File: src/rtl/memorio_pkg.sv
// Shared constants, error-code enum and access classifier for the mem_or_io block.
package memorio_pkg;

  localparam int DATA_W = 32;
  localparam int IO_W   = 16;
  localparam logic [21:0] IO_BASE_HI = 22'h3FFFFF;

  typedef enum logic [2:0] {
    ERR_NONE      = 3'd0,
    ERR_RW        = 3'd1,
    ERR_DUAL      = 3'd2,
    ERR_IO_RANGE  = 3'd3,
    ERR_MEM_RANGE = 3'd4
  } err_code_e;

  // Highest-priority illegal condition for one cycle of controls; ERR_NONE if legal.
  function automatic err_code_e access_code(input logic m_read, input logic m_write,
                                            input logic io_read, input logic io_write,
                                            input logic [21:0] addr_hi);
    logic in_io_win;
    in_io_win = (addr_hi == IO_BASE_HI);
    if ((m_read | io_read) & (m_write | io_write))
      return ERR_RW;
    else if ((m_read & io_read) | (m_write & io_write))
      return ERR_DUAL;
    else if ((io_read | io_write) & ~in_io_win)
      return ERR_IO_RANGE;
    else if ((m_read | m_write) & in_io_win)
      return ERR_MEM_RANGE;
    else
      return ERR_NONE;
  endfunction

endpackage

File: src/rtl/memorio_access_check.sv
// Sticky access checker: latches the first illegal control/address combination
// seen at a rising clock edge and holds it until reset.
module memorio_access_check
  import memorio_pkg::*;
(
  input  logic        clk_i,
  input  logic        rst_ni,
  input  logic        m_read_i,
  input  logic        m_write_i,
  input  logic        io_read_i,
  input  logic        io_write_i,
  input  logic [21:0] addr_hi_i,
  output logic        err_o,
  output logic [2:0]  err_code_o
);

  logic      err_q, err_d;
  err_code_e code_q, code_d;
  err_code_e cur_code;

  assign cur_code = access_code(m_read_i, m_write_i, io_read_i, io_write_i, addr_hi_i);

  // Only the first error is recorded; later ones leave flag and code untouched.
  always_comb begin
    err_d  = err_q;
    code_d = code_q;
    if (!err_q && (cur_code != ERR_NONE)) begin
      err_d  = 1'b1;
      code_d = cur_code;
    end
  end

  always_ff @(posedge clk_i or negedge rst_ni) begin
    if (!rst_ni) begin
      err_q  <= 1'b0;
      code_q <= ERR_NONE;
    end else begin
      err_q  <= err_d;
      code_q <= code_d;
    end
  end

  assign err_o      = err_q;
  assign err_code_o = code_q;

endmodule

File: src/rtl/mem_or_io.sv
// Memory/IO data steering between execute/writeback, data memory and LED/switch IO.
// Optional sticky access checker is built when MEMORIO_ACCESS_CHECK_EN is defined.
module mem_or_io
  import memorio_pkg::*;
(
  input  logic              clock,
  input  logic              rst_n,
  input  logic              mRead,
  input  logic              mWrite,
  input  logic              ioRead,
  input  logic              ioWrite,
  input  logic [DATA_W-1:0] addr_in,
  output logic [DATA_W-1:0] addr_out,
  input  logic [DATA_W-1:0] m_rdata,
  input  logic [IO_W-1:0]   io_rdata,
  input  logic [DATA_W-1:0] r_rdata,
  output logic [DATA_W-1:0] r_wdata,
  output logic [DATA_W-1:0] write_data,
  output logic              LEDCtrl,
  output logic              SwitchCtrl,
  output logic              acc_err,
  output logic [2:0]        acc_err_code
);

  assign addr_out = addr_in;

  // Memory load wins over IO load; IO read data is zero-extended.
  always_comb begin
    r_wdata = '0;
    if (mRead)
      r_wdata = m_rdata;
    else if (ioRead)
      r_wdata = {{(DATA_W-IO_W){1'b0}}, io_rdata};
  end

  assign write_data = (mWrite | ioWrite) ? r_rdata : '0;
  assign LEDCtrl    = ioWrite;
  assign SwitchCtrl = ioRead;

`ifdef MEMORIO_ACCESS_CHECK_EN
  memorio_access_check u_access_check (
    .clk_i      (clock),
    .rst_ni     (rst_n),
    .m_read_i   (mRead),
    .m_write_i  (mWrite),
    .io_read_i  (ioRead),
    .io_write_i (ioWrite),
    .addr_hi_i  (addr_in[31:10]),
    .err_o      (acc_err),
    .err_code_o (acc_err_code)
  );
`else
  logic unused_chk_inputs;
  assign unused_chk_inputs = &{1'b0, clock, rst_n};
  assign acc_err      = 1'b0;
  assign acc_err_code = 3'b000;
`endif

endmodule

File: config.mk
export PLATFORM = sky130hd
export DESIGN_NAME = mem_or_io
export DESIGN_NICKNAME = d
export VERILOG_FILES = /design/src/rtl/memorio_pkg.sv /design/src/rtl/memorio_access_check.sv /design/src/rtl/mem_or_io.sv
export SDC_FILE = /design/constraint.sdc
export NUM_CORES = 1
export LEC_CHECK = 0
export BUFFER_PORTS_ARGS = -buffer_cell sky130_fd_sc_hd__buf_2
export CAP_MARGIN = 20
export CELL_PAD_IN_SITES_DETAIL_PLACEMENT = 0
export CELL_PAD_IN_SITES_GLOBAL_PLACEMENT = 1
export CORE_MARGIN = 2
export CORE_UTILIZATION = 11
export DETAILED_ROUTE_END_ITERATION = 7
export PLACE_DENSITY = 0.91
export SLEW_MARGIN = 15
export SYNTH_ARGS = -nofsm -noshare
export SYNTH_HDL_FRONTEND = slang
export SYNTH_SLANG_ARGS = --single-unit
File: constraint.sdc
create_clock -name vclk -period 0.94
set_input_delay 0.094 -clock vclk [all_inputs]
set_output_delay 0.094 -clock vclk [all_outputs]
set_load 0.01 [all_outputs]
Yosys cells after proc, flatten, opt, wreduce, memory -nomap -nowiden
Index checks and enable logic that the tools add are counted.

cells by class
  bitwise gates (word level) = 1
  muxes and demuxes = 3

operator list
  cell        count
  $mux 32     2
  $mux 16     1
  $or 1x1->1  1

word-level totals
  flip-flop bits (word level) = 0
  logic and storage cells = 4
  output and inout port bits = 102
  input port bits = 118

Logic depth before layout (Yosys ltp)
  depth after elaboration = 2
  mapped depth = 3
  depth with buffers taken out = 2

Worst setup path before layout
OpenSTA, ideal clock, no wires.

  path kind = input port to output port
  start point = input ioWrite
  end point = output write_data[10]
  data arrival time = 577 ps
  stages = 3
  slack = 269 ps
  data required time = 846 ps
  path buffers = 1
  path through = nor2_1 buf_2 nor2b_1

on the way
  word-level cells in the longest chain between the ends = 2

RTL lines
  element             line             source
  start: declaration  mem_or_io.sv:11  input logic ioWrite,
  $or 1x1->1          mem_or_io.sv:36  assign write_data = (mWrite | ioWrite) ? r_rdata : '0;
  $mux 32             mem_or_io.sv:36
  end: declaration    mem_or_io.sv:18  output logic [DATA_W-1:0] write_data,

Every way passes these cells.

Final worst setup path
  start point = input ioRead
  end point = output r_wdata[4]

on the way
  word-level cells in the longest chain between the ends = 2

RTL lines
  element             line             source
  start: declaration  mem_or_io.sv:10  input logic ioRead,
  $mux 16             mem_or_io.sv:32  else if (ioRead)
  $mux 32             mem_or_io.sv:30  if (mRead)
  end: declaration    mem_or_io.sv:17  output logic [DATA_W-1:0] r_wdata,

Every way passes these cells.

==> flow_metrics.tcl <==
set metrics [dict create \
    end_kind "primary output" \
    layoutNonFillerInstCount 323 \
    start_util 0.115 \
    fin_nets 347 \
    netlist_instances 114 \
    via_count 1128 \
    max-cap-violations 0 \
    drive_above_1_share 0.692 \
    hold_viol 0 \
    dp_cells 321 \
    detail-route-antenna-nets 0 \
    vdd_drop_max_uv 156 \
    fin_hold_ws_ns 0.188 \
    first_iter_violations 8 \
    seq_area_frac_synth 0 \
    gp_congestion 0.675 \
    fin_tns_setup_ns 0 \
    min_path_cells 0 \
    cp_top_family "buffers and inverters" \
    crit_buf_inv 3 \
    cpMostUsedCell "buf_2" \
    die_w_um 89.0 \
    track_usage 0.0561 \
    critPathMaxFanout 11 \
    rsz0062_at_grt "no" \
    drv_slew 0 \
    dp_hpwl_um 2690 \
    timing.final.crit_share 0.941 \
    regArea_sq_um 0 \
    diodes 0 \
    antenna_found_initial 0 \
    p_leak_nw 0.862 \
    max_stage_delay_ns 0.18 \
    grt.overflow.total 0 \
    routedWlPerCell_um 9.45 \
    top_level_ports 220 \
    grt_max_degree 33 \
    num_rows 30 \
    grt_pass1_wl_um 3660 \
    fin_crit_ns 0.885 \
    dr.pass1.iters 4 \
    yosys_warnings 0 \
    setup_viol 0 \
    syn_to_final_growth_pct 77.8 \
    worst_ep_arrival_time_ns 0.79 \
    final_cell_mix "buf_2, nor2b_1, and2_1, a22o_1, conb_1" \
    drc_errors 0 \
    netlist_area_sq_um 795 \
    fin_util 0.205 \
    start_kind "input port" \
    syn_area_per_cell_sq_um 6.97 \
    crit_required_ns 0.85 \
    core_area_sq_um 6910 \
    power_density_nw_per_um2 463 \
    mostFrequentLayoutCell "buf_2" \
    die_area_sq_um 7920 \
    seq_cell_count 0 \
    ys_types 12 \
    worst-path-stages 5 \
    critPathSlowestCell "a22o_1" \
    status "complete, no violations" \
    post_drt_via_cell_ratio 3.49 \
    portBuffers 150 \
    grt_pass1_vias 936 \
    path_class "input port to primary output" \
    hold_path.class "input port to primary output" \
    dieHeight_um 89.0 \
    crit_chain "buf_2 -> nor2b_4 -> buf_12 -> a22o_1 -> buf_2" \
    clock_buffers 0 \
    fmax_mhz 1130 \
    postRouteWirelength_um 3050 \
]
logic make-up after synthesis:
family,Yosys count,synth area share
AO/OA/AOI/OAI,16,0.172
other,1,0.00472
AND/OR/NAND/NOR,52,0.409
buffers and inverters,45,0.414
worst paths after layout:
path	start	endpoint	slack (ns)
worst min-delay path	addr_in[11]	addr_out[11]	0.19
worst max-delay path	ioRead	r_wdata[4]	0.06
per-stage QoR:
step,setup WS [ns],total power [mW],instance area [sq um]
floorplan,0.269,0.452,806
global placement,0.0210,0.636,1390
detailed placement,-0.00646,0.645,1390
CTS,0.0598,0.660,1410
global route,0.0230,0.720,1410
finish,0.0550,0.654,1410
cell usage after synthesis, drive strengths merged:
cell    count  area [sq um]
nand2       2          7.51
clkbuf      2          10.0
buf        43           319
a22o       15           131
and2       16           100
nor2        1          3.75
o21ai       1          5.00
conb        1          3.75
nor2b      33           214
layout make-up:
class	instances	area, sq um
multi-input cells	72	479
well taps	96	120
repair buffers	155	813
fillers	807	5490
repair_timing:
item / in CTS / in global routing
hold buffers: 0 / 0
resized for setup: 0 / 0
buffers inserted: 2 / 0
setup endpoints to repair: 1 / 0
routing by layer:
| layer | global-route usage | share of wire | vias to the layer above |
|---|---|---|---|
| met5 | 0 | 0 | - |
| met4 | 0.0149 | 0.031 | 0 |
| met3 | 0.00739 | 0.14 | 8 |
| met2 | 0.135 | 0.53 | 118 |
| met1 | 0.0427 | 0.30 | 453 |
| li1 | - | - | 549 |
power by group:
part | internal (mW) | switching, mW
clock network | 0 | 0
registers | 0 | 0
logic | 0.359 | 0.295
Power figures use the tool's default switching activity.
